--- src/rtl/riscv_pkg.sv ---
// rtl/riscv_pkg.sv - shared core constants, opcode values and fetch FSM state type
package riscv_pkg;

   localparam int          XLEN      = 32;
   localparam logic [31:0] NOP_INSTR = 32'h00000013;

   localparam logic [6:0] OP_LOAD   = 7'b0000011;
   localparam logic [6:0] OP_STORE  = 7'b0100011;
   localparam logic [6:0] OP_RTYPE  = 7'b0110011;
   localparam logic [6:0] OP_ITYPE  = 7'b0010011;
   localparam logic [6:0] OP_BRANCH = 7'b1100011;
   localparam logic [6:0] OP_JAL    = 7'b1101111;

   typedef enum logic [1:0] {
      BOOT  = 2'd0,
      RUN   = 2'd1,
      FLUSH = 2'd2
   } fetch_state_t;

endpackage

--- src/rtl/fetch_fifo.sv ---
// rtl/fetch_fifo.sv - instruction buffer FIFO with clear and combinational head
module fetch_fifo #(
   parameter int DEPTH = 2,
   parameter int WIDTH = 64
) (
   input  logic                   clk,
   input  logic                   reset,
   input  logic                   push,
   input  logic [WIDTH-1:0]       data,
   input  logic                   pop,
   input  logic                   clear,
   output logic [WIDTH-1:0]       head,
   output logic [$clog2(DEPTH):0] count
);

   localparam int             AW   = $clog2(DEPTH);
   localparam logic [AW:0]    FULL = (AW+1)'(DEPTH);

   logic [WIDTH-1:0] mem [DEPTH];
   logic [AW-1:0]    rd_ptr;
   logic [AW-1:0]    wr_ptr;
   logic             do_pop;
   logic             do_push;

   assign do_pop  = pop && (count != '0);
   assign do_push = push && !clear;
   assign head    = mem[rd_ptr];

   always_ff @(posedge clk) begin
      if (do_push)
         mem[wr_ptr] <= data;
   end

   always_ff @(posedge clk or posedge reset) begin
      if (reset) begin
         rd_ptr <= '0;
         wr_ptr <= '0;
         count  <= '0;
      end else if (clear) begin
         rd_ptr <= '0;
         wr_ptr <= '0;
         count  <= '0;
      end else begin
         if (do_push)
            wr_ptr <= wr_ptr + 1'b1;
         if (do_pop)
            rd_ptr <= rd_ptr + 1'b1;
         case ({do_push, do_pop})
            2'b10:   count <= count + 1'b1;
            2'b01:   count <= count - 1'b1;
            default: count <= count;
         endcase
      end
   end

   // The fetch credit scheme must never let a response land in a full buffer.
   assert property (@(posedge clk) disable iff (reset) do_push |-> (count != FULL || do_pop));

endmodule

--- src/rtl/instr_fetch_unit.sv ---
// rtl/instr_fetch_unit.sv - PC owner, imem requester and instruction buffer for decode
// Optional FETCH_MISALIGN_TRAP_EN: misaligned redirect raises a sticky fetch_fault and stalls fetch.
module instr_fetch_unit
   import riscv_pkg::*;
#(
   parameter int               XLEN       = riscv_pkg::XLEN,
   parameter logic [XLEN-1:0]  RESET_PC   = '0,
   parameter int               FIFO_DEPTH = 2
) (
   input  logic            clk,
   input  logic            reset,
   output logic            imem_req,
   output logic [XLEN-1:0] imem_addr,
   input  logic            imem_gnt,
   input  logic            imem_rvalid,
   input  logic [XLEN-1:0] imem_rdata,
   output logic            instr_valid,
   input  logic            instr_ready,
   output logic [31:0]     instr,
   output logic [XLEN-1:0] instr_pc,
   output logic [6:0]      op,
   output logic [2:0]      funct3,
   output logic            funct7b5,
   input  logic            redirect,
   input  logic [XLEN-1:0] redirect_target,
   output logic            fetch_fault
);

   localparam int          CW      = $clog2(FIFO_DEPTH) + 1;
   localparam int          DW      = 32 + XLEN;
   localparam logic [CW:0] DEPTH_W = (CW+1)'(FIFO_DEPTH);

   fetch_state_t    state, state_next;
   logic [XLEN-1:0] fetch_pc;
   logic [XLEN-1:0] resp_pc;
   logic [CW-1:0]   outstanding, out_next;
   logic [CW-1:0]   discard, discard_next;
   logic [CW-1:0]   count;
   logic            handshake, resp, push;
   logic            fault, fault_next;
   logic [DW-1:0]   head;

   assign handshake    = imem_req & imem_gnt;
   assign resp         = imem_rvalid && (outstanding != '0);
   assign out_next     = outstanding + CW'(handshake) - CW'(resp);
   assign discard_next = discard - CW'(resp);
   assign push         = resp && (state == RUN) && !redirect;
   // In RUN every in-flight request belongs to the current sequential stream.
   assign resp_pc      = fetch_pc - (XLEN'(outstanding) << 2);

`ifdef FETCH_MISALIGN_TRAP_EN
   assign fault_next = redirect ? (redirect_target[1:0] != 2'b00) : fault;
`else
   assign fault_next = 1'b0;
`endif

   always_comb begin
      state_next = state;
      imem_req   = 1'b0;
      case (state)
         BOOT:  state_next = RUN;
         RUN: begin
            imem_req = !fault && (({1'b0, outstanding} + {1'b0, count}) < DEPTH_W);
            if (redirect && out_next != '0)
               state_next = FLUSH;
         end
         FLUSH: begin
            if (discard_next == '0)
               state_next = RUN;
         end
         default: state_next = BOOT;
      endcase
   end

   always_ff @(posedge clk or posedge reset) begin
      if (reset) begin
         state       <= BOOT;
         fetch_pc    <= RESET_PC;
         outstanding <= '0;
         discard     <= '0;
         fault       <= 1'b0;
      end else begin
         state       <= state_next;
         outstanding <= out_next;
         fault       <= fault_next;
         if (redirect)
            fetch_pc <= redirect_target & ~XLEN'(3);
         else if (handshake)
            fetch_pc <= fetch_pc + XLEN'(4);
         if (state == RUN && redirect)
            discard <= out_next;
         else if (state == FLUSH)
            discard <= discard_next;
      end
   end

   fetch_fifo #(
      .DEPTH (FIFO_DEPTH),
      .WIDTH (DW)
   ) u_fifo (
      .clk   (clk),
      .reset (reset),
      .push  (push),
      .data  ({imem_rdata[31:0], resp_pc}),
      .pop   (instr_ready),
      .clear (redirect),
      .head  (head),
      .count (count)
   );

   assign imem_addr   = fetch_pc;
   assign instr_valid = (count != '0);
   assign instr       = instr_valid ? head[DW-1:XLEN] : NOP_INSTR;
   assign instr_pc    = instr_valid ? head[XLEN-1:0] : '0;
   assign op          = instr[6:0];
   assign funct3      = instr[14:12];
   assign funct7b5    = instr[30];
   assign fetch_fault = fault;

endmodule
--- config.mk ---
export PLATFORM = sky130hd
export DESIGN_NAME = instr_fetch_unit
export DESIGN_NICKNAME = d
export VERILOG_FILES = /design/src/rtl/riscv_pkg.sv /design/src/rtl/fetch_fifo.sv /design/src/rtl/instr_fetch_unit.sv
export SDC_FILE = /design/constraint.sdc
export NUM_CORES = 1
export LEC_CHECK = 0
export ABC_AREA = 1
export BUFFER_PORTS_ARGS = -buffer_cell sky130_fd_sc_hd__buf_4
export CAP_MARGIN = 0
export CORE_ASPECT_RATIO = 1.1
export CORE_UTILIZATION = 50
export DETAILED_ROUTE_END_ITERATION = 8
export PLACE_DENSITY = 0.8
export RECOVER_POWER = 50
export SYNTH_ARGS = -nofsm -noshare
export SYNTH_HDL_FRONTEND = slang
export SYNTH_HIERARCHICAL = 1
export SYNTH_SLANG_ARGS = --single-unit
export TNS_END_PERCENT = 10
--- constraint.sdc ---
create_clock -name clk -period 8.3 [get_ports clk]
set_clock_uncertainty 0.15 [all_clocks]
set_input_delay 1.245 -clock clk [delete_from_list [all_inputs] [get_ports clk]]
set_output_delay 1.245 -clock clk [all_outputs]
set_load 0.05 [all_outputs]
==> metrics.txt, run 1 <==
hold buffer count at CTS=0; Skew-Pair Late Insertion Delay=420 ps; XOR/XNOR Fraction of Synth Area=between 2 and 3%; number of synthesized flops with an enable pin=~130; CP endpoint kind=output pin; die area=between 15,000 and 20,000 µm²; Ys Warns=6; gr usage total=22.56%; setup bufs post-CTS=0; first-pass iteration count of the detailed router=5; Total Nets Final=1,328; maximum VDD drop=between 150 and 200 µV; crit-path max FO=66; Cell variety after synth=34; post-layout minimum cycle time=5536 ps; 1st-iter DRT viols=482; main combinational cell family by area after synthesis=simple AND/OR/NAND/NOR gates; pre-CTS WS=4803 ps; CTS H-tree depth=4; CTS tree=yes; post-synthesis simple-gate area fraction=30.37%; layout cells sized above 1=~17%; Area contributors post-synth=edfxtp_1 43%, nand2_1 16%, dfrtp_1 11%, nor2_1 6.0%, inv_1 5.8%; outcome=complete, but fails checks; Worst Max-Slew Pin Slew=3044 ps; clk buf depth=2; DRC=0; Initial Utilization=between 50% and 60%; Seq cells post-synth=168; CTS clk-pin slew, worst paths=60 ps; syn avg cell area=8.232 µm²; pin count of the biggest net entering global routing=67; Async SR Flop Fraction=about a quarter; I/O pins=180; CP Class=flop to output pin; area of the multi-input gates=roughly 3300 µm²; Hold Fails Final Rpt=0; register area=4846 µm²; routability cong.=0.9544; post-CTS resize count=0; Antenna Violating Nets Remaining=0; row count=51; setup_tns=0 ps; fraction of synthesized area in multiplexers=0%; area leader, netlist=edfxtp_1; most common cell in the netlist=nand2_1; PnR worst setup slack=between 2000 and 3000 ps; fmax=180.6 MHz; top cell type's share of synthesized area=between 40% and 50%; RSZ-0062 raised after global routing=no; Lkg Pwr=~0.0050 µW; first-pass GRT wire length=32.26 mm; compound-gate portion of the synthesized area=under 10%; Mapped Cells=approximately 1.1k; vias per cell=4.830; root buffer cell=clkbuf_16; adder-cell share of the synthesized area=~1.3%; top post-synthesis cells by count=395 x nand2_1, 144 x nor2_1, 140 x inv_1, 128 x edfxtp_1, 65 x nand3_1; relative slew slack=-103.0%; PwrDens=277.9 nW/µm²; fillers=1,591; Worst Path Arrival=4140 ps; startpoint types=flop; number of port buffers=174; Top FF cell, synth=edfxtp_1; # setup viols final=0; grt total ovfl=0; Max Slew Vio Count=142; sequential fraction of the synthesis area=53.85%; chip height=142.7 µm; Die Span X=129.9 µm; via count=around 7.3k; max-cap viol count=3; failing checks=capacitance limit, slew limit; Tcrit/Tclk final=66.70%; ant diodes=0; CTS Buf Count=17; CP required=just under 7000 ps; clk sinks=168; Post-DP HPWL=~14 mm; area growth from synthesis to layout=20.72%; number of global-route vias before repair=between 6k and 7k; area of the core=17,680 µm²; wire per inst=13.50 µm; Hold Path Class=flop to flop; final WL=20.27 mm; initial antenna violation count=0; mapped cell area=8997 µm²
-- registers in the layout (all words and copies together) (netlist names) --
register / flops
state: 2
outstanding: 2
imem_addr: 30
u_fifo/rd_ptr: 1
u_fifo/count: 2
u_fifo/mem: 128
discard: 2
u_fifo/wr_ptr: 1
-- final cells by class --
| class | count | area share (%) |
|---|---|---|
| clock inverter | 14 | 1.809 |
| clock buffer | 18 | 3.951 |
| timing repair buffer | 180 | 11.27 |
| tap | 238 | 2.742 |
| inverter | 147 | 5.080 |
| sequential | 168 | 44.61 |
| multi-input combinational | 736 | 30.54 |
-- metrics by stage --
| step | instances | power, µW | hold WS [ps] | cell area (µm²) | util [%] |
|---|---|---|---|---|---|
| after CTS | 1501 | 3071 | 422.3 | 11020 | 62.37 |
| after global routing | 1501 | 3185 | 444.6 | 10860 | 61.45 |
| after detailed placement | 1469 | 2237 | 412.4 | 10400 | 58.83 |
| final | 1501 | 3019 | 416.6 | 10860 | 61.45 |
| after floorplan | 1099 | 1934 | 329.9 | 9020 | - |
| after global placement | 1469 | 2212 | 391.7 | 10400 | 58.83 |
-- cells by family (layout without fill, tap and decap cells) --
group | Yosys count | after routing
buffers and inverters | 195 | 359
AO/OA/AOI/OAI | 39 | 39
flip-flops | 168 | 168
AND/OR/NAND/NOR | 655 | 655
other | 1 | 7
adder cells (fa/ha/maj) | 8 | 8
XOR/XNOR | 27 | 27
-- worst max-delay path: stages, from the launching register on --
cell	delay, ps
dfrtp_2	380
buf_4	330
inv_2	100
clkbuf_1	2150
nand2_1	100
nand2_1	140
inv_1	50
nor2_1	190
buf_4	240
-- cells in the final DEF (no fill, tap or decap), types with 2 or more instances in the layout --
| cell type | synthesis | routed |
|---|---|---|
| or2_2 | 3 | 3 |
| conb_1 | 1 | 7 |
| clkinv_2 | 0 | 3 |
| a21oi_1 | 2 | 2 |
| bufinv_16 | 0 | 4 |
| clkbuf_16 | 0 | 17 |
| fa_1 | 2 | 2 |
| and2_1 | 2 | 2 |
| inv_1 | 140 | 141 |
| nor2_1 | 144 | 145 |
| clkbuf_4 | 0 | 29 |
| inv_2 | 7 | 5 |
| nand3_1 | 65 | 66 |
| nor2_4 | 10 | 10 |
| clkbuf_1 | 10 | 35 |
| clkinvlp_4 | 0 | 2 |
| xnor2_1 | 3 | 3 |
| inv_6 | 0 | 2 |
| buf_4 | 20 | 117 |
| edfxtp_1 | 128 | 128 |
| nand2_2 | 10 | 8 |
| o211ai_1 | 8 | 8 |
| nand2_4 | 2 | 2 |
| nor3_1 | 3 | 3 |
| nor2_2 | 8 | 7 |
| xor2_1 | 24 | 24 |
| dfrtp_1 | 40 | 39 |
| clkinv_4 | 0 | 2 |
| ha_1 | 6 | 6 |
| nand4_1 | 10 | 10 |
| o21ai_0 | 26 | 26 |
| nand2_1 | 395 | 397 |
-- power breakdown --
| group | leakage [µW] | internal (µW) | switching [µW] |
|---|---|---|---|
| Clock | 0.000303 | 507 | 327 |
| Sequential | 0.00164 | 1010 | 99.4 |
| Combinational | 0.00308 | 291 | 780 |
-- final timing paths --
check	start	end	slack, ps	cells after the start
worst max-delay path	u_fifo/rd_ptr	funct3[1]	2760	8
worst min register to register	discard[1]	discard[1]	420	2
worst max register to register	u_fifo/rd_ptr	u_fifo/rd_ptr	4620	5
worst min-delay path	discard[1]	discard[1]	420	2
max in group asynchronous	reset	imem_addr[31]	5420	3
min in group asynchronous	reset	u_fifo/count[0]	570	2
-- routing by layer --
layer / global-route usage, % / part of all wire (%) / vias to the layer above
met2: 40.28 / 51 / 211
li1: - / - / 3701
met3: 3.972 / 5.1 / 21
met1: 28.02 / 43 / 3317
met4: 5.875 / 1.3 / 0
met5: 0 / 0 / -
(Power assumes the default switching activity.)
==> inputs of run 2 (changes only) <==
--- a/config.mk
+++ b/config.mk
@@ -11,7 +11,7 @@
 export CORE_ASPECT_RATIO = 1.1
 export CORE_UTILIZATION = 50
 export DETAILED_ROUTE_END_ITERATION = 8
-export PLACE_DENSITY = 0.8
+export PLACE_DENSITY = 0.82
 export RECOVER_POWER = 50
 export SYNTH_ARGS = -nofsm -noshare
 export SYNTH_HDL_FRONTEND = slang
==> constraint.sdc (replaced) <==
create_clock -name clk -period 4.9 [get_ports clk]
set_clock_uncertainty 0.15 [all_clocks]
set_input_delay 0.735 -clock clk [delete_from_list [all_inputs] [get_ports clk]]
set_output_delay 0.735 -clock clk [all_outputs]
set_load 0.05 [all_outputs]
==> metrics.txt, run 2 (same netlist as run 1, synthesis figures left out) <==
startpoint types=flop; wire per inst=13.56 µm (+0.42%); CTS clk-pin slew, worst paths=60 ps (about the same); clk sinks=168 (unchanged); max reg flops=128 (unchanged); GR Util met1=27.84% (-0.17 points); via count=7,250 (unchanged); Post-DP HPWL=14.30 mm (+1.1%); die area=18,540 µm² (unchanged); Total Nets Final=1,328 (unchanged); fmax=300.1 MHz; area growth from synthesis to layout=20.65% (about the same); vias per cell=4.830 (unchanged); CTS Buf Count=17 (unchanged); max-cap viol count=2 (-1); post-layout util=61.41% (about the same); Worst path top cell family by delay=buffers and inverters; final WL=20.35 mm (+0.42%); Logic pwr share=35.4% (about the same); gr usage total=22.64% (+0.077 points); layout cells sized above 1=16.94% (unchanged); gr busiest metal=met2; Sequential Power Share=36.8% (about the same); commonest cells after routing, fill and taps aside=396 x nand2_1, 147 x nor2_1, 140 x inv_1; most frequent CP cell=nor2_1; PwrDens=471.2 nW/µm² (+70%); DRC=0 (unchanged); post-CTS resize count=0 (unchanged); CP endpoint kind=flop; Reg with most FFs=u_fifo/mem; number of global-route vias before repair=6,700 (+0.60%); crit-path max FO=32 (-52%); Max Slew Vio Count=70 (-51%); clk buf depth=2 (unchanged); Initial Utilization=50.90% (unchanged); CP Class=flop to flop; maximum VDD drop=247.7 µV (+63%); Tcrit/Tclk final=between 60% and 70%; grt total ovfl=0 (unchanged); pin count of the biggest net entering global routing=67 (unchanged); I/O pins=180 (unchanged); met3 usage=4.421% (+0.45 points); hold slack=32.98 ps (-383.7 ps); clock power share=27.8% (+0.2 points); Skew-Pair Late Insertion Delay=430 ps (about the same); CTS tree=yes; post-layout minimum cycle time=3332 ps; Sw Share=40.85% (+0.86 points); row count=51 (unchanged); first-pass iteration count of the detailed router=4 (-1); GR Util met2=39.49% (-0.79 points); CP required=4770 ps (-2130 ps); 1st-iter DRT viols=415 (-14%); failing checks=capacitance limit, slew limit; Hold Fails Final Rpt=0 (unchanged); relative slew slack=-33.11% (+70 points); Critical Path Slowest Stage Cell=clkbuf_1; P_int=3025 µW (+67%); chip height=142.7 µm (unchanged); area of the core=17,680 µm² (unchanged); Worst Path Arrival=3200 ps (-940 ps); outcome=complete, but fails checks; setup bufs post-CTS=0 (unchanged); Lkg Pwr=0.005024 µW (-0.13%); Antenna Violating Nets Remaining=0 (unchanged); root buffer cell=clkbuf_16; number of port buffers=174 (unchanged); first-pass GRT wire length=32.02 mm (-0.77%); ant diodes=0 (unchanged); initial antenna violation count=0 (unchanged); Worst Max-Slew Pin Slew=1997 ps (-1048 ps); worst-path cell chain=nor2_1 > inv_1 > nor3_1 > nand2_4 > nor2_1 > clkbuf_1; hold buffer count at CTS=0 (unchanged); commonest non-fill, non-tap cell in the layout=nand2_1; Pwr Total=5115 µW (+69%); RSZ-0062 raised after global routing=no; Largest stage delay, worst path=1330 ps (-820 ps); # setup viols final=0 (unchanged); CP Buf/Inv Count=2 (-3); CTS H-tree depth=4 (unchanged); setup_tns=0 ps (unchanged); Hold Path Class=primary input to async pin; routability cong.=0.9145 (-4.2%); Die Span X=129.9 µm (unchanged); net load switching power=2089 µW (+73%)
run 2: cell count changes in the layout (fill, tap and decap cells not counted), moves of 2 or more:
cell      delta
buf_4        -2
inv_6        +3
inv_8        +3
clkinv_2     -3
nor2_1       +2
run 2: final cells by class:
| type | count | area, µm² |
|---|---|---|
| inverter | 147 | 551.8 |
| fill | 1590 | 6820 |
| sequential | 168 | 4846 |
| timing repair buffer | 180 | 1216 |
| multi-input combinational | 736 | 3314 |
| clock inverter | 15 | 203.9 |
| clock buffer | 17 | 425.4 |
| tap | 238 | 297.8 |
run 2: final timing paths:
kind / from / endpoint / slack [ps] / cells after the start
min in group clk: imem_rdata[29] / u_fifo/mem[0][61] / 360 / 1
max in group asynchronous: reset / imem_addr[20] / 2600 / 3
hold reg to reg: u_fifo/wr_ptr / u_fifo/wr_ptr / 370 / 1
setup / recovery: state[1] / u_fifo/mem[0][34] / 1570 / 6
hold / removal: reset / u_fifo/count[0] / 30 / 2
setup reg to reg: state[1] / u_fifo/mem[0][34] / 1570 / 6
run 2: metrics by stage:
step           setup WS, ps  cell area (µm²)  std cells
6_report               1568            10860       1501
5_1_grt                1323            10860       1501
4_1_cts                1558            11030       1501
3_5_place_dp           2011            10400       1469
3_3_place_gp           2026            10400       1469
2_1_floorplan         32.56             9020       1099
run 2: power by group through the flow:
stage | clock, µW | combinational [µW] | sequential [µW]
detailed placement | 0 | 1880 | 1910
finish | 1420 | 1810 | 1880
global route | 1490 | 1990 | 1900
floorplan | 0 | 1230 | 2050
global placement | 0 | 1840 | 1910
CTS | 1440 | 1880 | 1880
run 2: layer usage:
| metal | routed length, µm | share of wire, % | vias up |
|---|---|---|---|
| met5 | 0 | 0 | - |
| met2 | 10130 | 50 | 202 |
| met1 | 8930 | 44 | 3327 |
| met4 | 291 | 1.4 | 0 |
| met3 | 1004 | 4.9 | 23 |
| li1 | - | - | 3698 |
